==> config.mk <==
export PLATFORM = sky130hd
export DESIGN_NAME = shift_reg_univ
export DESIGN_NICKNAME = d
export VERILOG_FILES = /design/src/rtl/shift_pkg.sv /design/src/rtl/tick_gen.sv /design/src/rtl/shift_reg_univ.sv
export SDC_FILE = /design/constraint.sdc
export NUM_CORES = 1
export LEC_CHECK = 0
export ABC_AREA = 1
export CORE_MARGIN = 8
export CORE_UTILIZATION = 40
export CTS_CLUSTER_DIAMETER = 150
export DETAILED_ROUTE_END_ITERATION = 12
export PLACE_DENSITY = 0.85
export SLEW_MARGIN = 10
export SYNTH_ARGS = -nofsm -noshare
export SYNTH_HDL_FRONTEND = slang
export SYNTH_SLANG_ARGS = --single-unit
==> constraint.sdc <==
create_clock -name clk -period 1.2 [get_ports clk]
set_clock_uncertainty 0.2 [all_clocks]
set_input_delay 0.24 -clock clk [delete_from_list [all_inputs] [get_ports clk]]
set_output_delay 0.24 -clock clk [all_outputs]
set_load 0.02 [all_outputs]
==> src/rtl/shift_pkg.sv <==
// Shared types for the universal shift register.
// Mode encoding used by the register and the bench.
package shift_pkg;

  typedef logic [1:0] mode_t;

  localparam mode_t MODE_HOLD = 2'b00;
  localparam mode_t MODE_LOAD = 2'b01;
  localparam mode_t MODE_SHR  = 2'b10;
  localparam mode_t MODE_SHL  = 2'b11;

endpackage

==> src/rtl/tick_gen.sv <==
// Prescaler producing a registered clock-enable pulse.
// One tick every DIV enabled clk cycles; frozen while en=0.
module tick_gen #(
  parameter int DIV = 4
) (
  input  logic clk,
  input  logic rst,
  input  logic en,
  output logic tick
);

  localparam int CW = (DIV > 1) ? $clog2(DIV) : 1;
  localparam logic [CW-1:0] LAST = CW'(DIV - 1);

  logic [CW-1:0] count;

  // Phase counter wraps at DIV-1; tick follows the wrap by one edge.
  always_ff @(posedge clk) begin
    if (rst) begin
      count <= '0;
      tick  <= 1'b0;
    end else if (en) begin
      tick  <= (count == LAST);
      count <= (count == LAST) ? '0 : count + 1'b1;
    end else begin
      tick  <= 1'b0;
    end
  end

endmodule

==> src/rtl/shift_reg_univ.sv <==
// Universal WIDTH-bit register: hold, load, shift right/left.
// Updates on prescaler ticks; flags every WIDTH-shift frame.
module shift_reg_univ
  import shift_pkg::*;
#(
  parameter int WIDTH = 8,
  parameter int DIV   = 4
) (
  input  logic             clk,
  input  logic             rst,
  input  logic             en,
  input  logic [1:0]       mode,
  input  logic [WIDTH-1:0] din,
  input  logic             sin,
  output logic [WIDTH-1:0] q,
  output logic             sout,
  output logic             tick,
  output logic             frame_done
);

  localparam int BW = $clog2(WIDTH + 1);
  localparam logic [BW-1:0] LAST = BW'(WIDTH - 1);

  logic [BW-1:0]    bit_cnt;
  logic [WIDTH-1:0] shr_val;
  logic [WIDTH-1:0] shl_val;
  logic             upd;
  mode_t            m;

  tick_gen #(
    .DIV (DIV)
  ) u_tick (
    .clk  (clk),
    .rst  (rst),
    .en   (en),
    .tick (tick)
  );

  assign m   = mode_t'(mode);
  assign upd = en & tick;

  // Candidate shifted values for both directions.
  always_comb begin
    shr_val = {sin, q[WIDTH-1:1]};
    shl_val = {q[WIDTH-2:0], sin};
  end

  // Register, shift counter and frame pulse.
  always_ff @(posedge clk) begin
    if (rst) begin
      q          <= '0;
      bit_cnt    <= '0;
      frame_done <= 1'b0;
    end else begin
      frame_done <= 1'b0;
      if (upd) begin
        unique case (m)
          MODE_LOAD: begin
            q       <= din;
            bit_cnt <= '0;
          end
          MODE_SHR, MODE_SHL: begin
            q <= (m == MODE_SHR) ? shr_val : shl_val;
            if (bit_cnt == LAST) begin
              bit_cnt    <= '0;
              frame_done <= 1'b1;
            end else begin
              bit_cnt <= bit_cnt + 1'b1;
            end
          end
          default: ;
        endcase
      end
    end
  end

  // Serial out taps the bit that leaves in the current direction.
  assign sout = (m == MODE_SHR) ? q[0] : q[WIDTH-1];

endmodule
==> run summary <==
CP max stage cell: dfxtp_2
CP Depth: 3
Worst-margin pin slew: 263 ps
Max cap viols: 0
Highest Clock Rate: 714 MHz
H-tree depth reported by CTS: 1
DIE HEIGHT: 61.2 um
VDD IR max: 0.000658 V
Overall Power: 1.11 mW
Global Route Usage Sum: 16.7%
CTS Root Cell: clkbuf_4
First-pass GRT wire length: 4710 um
Layout cells sized above 1: 46.0%
Worst setup SP type: flop
Yosys cell types: 22
Initial DRC Count: 25
Residual DRC: 0
Num ports: 25
IO Port Bufs: 24
P_int: 821 uW
Syn Area/Cell: 7.42 um^2
Most instantiated cells after synthesis: nand2_1, dfxtp_1, a21oi_1
Post-CTS Hold Fix Bufs: 0
Crit end category: output port
Setup TNS: -2170 ps
Largest net degree at the start of global routing: 20
Combinational share of power: 16.9%
Hold Crit Class: in -> reg
Most common cell in the netlist: nand2_1
Synthesis warning total: 0
Antenna violations before repair: 0
Antenna viol nets, final: 0
Drt pass-1 iters: 4
RSZ-0062 raised after global routing: yes
Register area share after synthesis: 39.3%
Hold slack: 106 ps
Detailed placement HPWL: 1830 um
Hold Crit Depth: 2
Core Area: 1940 um^2
Routed wire length: 2920 um
CTS Buffer Depth: 2
Crit path max fanout: 2
Max transition margin: 82.4%
Critical Path RT: 760 ps
Failing checks: setup timing
Async set-reset flop share out of synthesis: 0%
Critical path's top delay family: flip-flops
Total global routing overflow: 0
Clock tree sinks: 16
GPL Wtd Cong: 0.873
Cells after synthesis: 110
Slew Viols, Final: 0
CP Buf/Inv Count: 1
Leak: 0.633 nW
Via count: 1022
Post-place setup slack: -943 ps
Reg clk slew, reported paths: 110 ps
Mapped cell area: 816 um^2
CTS tree: built
Synth top area cells: dfxtp_1, nand2_1, a21oi_1
Starting Density: 42.0%
Vias in the first global route: 1068
Final worst path period share: 117%
Number of flops mapped to enable cells by yosys: 0
Setup CP Type: reg -> out
Ant diodes: 0
Final setup viols: 19
Tmin final: 1400 ps
Seq pwr share: 49.2%
Routed WL per cell: 15.5 um
Synth Flop Type: dfxtp_1
Final Hold Fails: 0
Vias per Instance: 5.44
Synth area leader: dfxtp_1
Critical Path AT: 960 ps
Clock group share of total power: 33.9%
Switching share of total power: 26.0%
Row count: 16
Die span in x: 61.2 um
Power density cells: 764 nW/um^2
Synth top area share: 39.3%
Total CTS buffers: 3
Reg2Reg Depth: 5
Worst setup margin: -200 ps
Fill count: 132
Nets@finish: 178
Crit-path cells: a21oi_2 -> a31oi_4 -> buf_6
Worst skew pair latency: 290 ps
Die ar.: 3740 um^2
Flops & latches, synth: 16
Area growth syn-to-layout: 78.1%
Synthesized Nets: 126
Status: finished, violations left
Largest stage delay, worst path: 350 ps
Sw Pwr: 289 uW
## state kept, by name, summed over array words and instances (netlist names)
signal and flops:
bit_cnt 4, frame_done 1, q 8, u_tick.count 2, u_tick.tick 1
## through the flow
| stage | utilization [%] | area (um^2) | std cells |
|---|---|---|---|
| 3_5_place_dp | 65.1 | 1260 | 180 |
| 4_1_cts | 73.1 | 1420 | 187 |
| 3_3_place_gp | 65.1 | 1260 | 180 |
| 6_report | 74.8 | 1450 | 188 |
| 5_1_grt | 74.8 | 1450 | 188 |
| 2_1_floorplan | - | 842 | 110 |
## kinds of logic after synthesis
| group | share of synthesized area [%] |
|---|---|
| AOI/OAI and AO/OA | 22.5 |
| buffers and inverters | 8.59 |
| and+or+nand+nor | 26.5 |
| adders and majority gates | 3.07 |
| DFF | 39.3 |
## path summary, 6_finish.rpt
path                                              startpoint                            to  slack [ps]
worst max-delay path                       q[7]$_SDFFE_PP0P_                          sout        -200
worst min-delay path                                     rst         frame_done$_SDFF_PP0_         110
worst max register to register        u_tick.tick$_SDFF_PP0_             q[1]$_SDFFE_PP0P_        -190
worst min register to register  u_tick.count[0]$_SDFFE_PP0P_  u_tick.count[0]$_SDFFE_PP0P_         300
## worst register-to-register path, cell delays in order (launching register included)
cell and delay [ps]:
dfxtp_2 360, buf_6 110, nand2_4 50, nor2_4 190, bufbuf_16 300, a21oi_1 70
## layout make-up
type                    count  area (um^2)  area share, %
multi-input cells          82          483           33.2
inverters                   7         33.8           2.33
clock buffers               4         36.3           2.50
repair buffers             52          531           36.5
well taps                  27         33.8           2.33
flip-flops and latches     16          335           23.1
## power groups by stage
stage | clock network, mW | logic, mW | registers [mW]
2_1_floorplan | 0 | 0.0733 | 0.559
3_3_place_gp | 0 | 0.166 | 0.556
3_5_place_dp | 0 | 0.172 | 0.557
4_1_cts | 0.374 | 0.180 | 0.545
5_1_grt | 0.406 | 0.204 | 0.547
6_report | 0.376 | 0.187 | 0.546
## layer usage
layer | up-vias | track usage [%] | part of all wire, % | wire length, um
li1 | 482 | - | - | -
met1 | 486 | 17.5 | 40 | 1180
met2 | 44 | 30.6 | 51 | 1490
met3 | 10 | 3.13 | 5.4 | 159
met4 | 0 | 8.64 | 3.0 | 87
met5 | - | 0 | 0 | 0
## timing repair
item | 4_1_cts | 5_1_grt
hold endpoints to repair | 0 | 0
gates resized for setup | 91 | 10
setup endpoints to repair | 24 | 24
pin swaps | 6 | 0
setup buffers | 2 | 1
cloned | 1 | 0
## cell usage in the layout (no fill, tap or decap), types with 2 or more instances in the layout
master and n:
nand2_1 21, buf_4 19, buf_6 18, dfxtp_2 12
nand3_1 11, a21oi_1 10, o21ai_0 9, clkdlybuf4s50_1 9
o21ai_1 6, nor2_1 5, a21oi_2 4, dfxtp_1 4
inv_1 3, clkbuf_4 3, inv_2 2, nand2_4 2
nor2_4 2, o21ai_2 2
(Power assumes the default switching activity.)
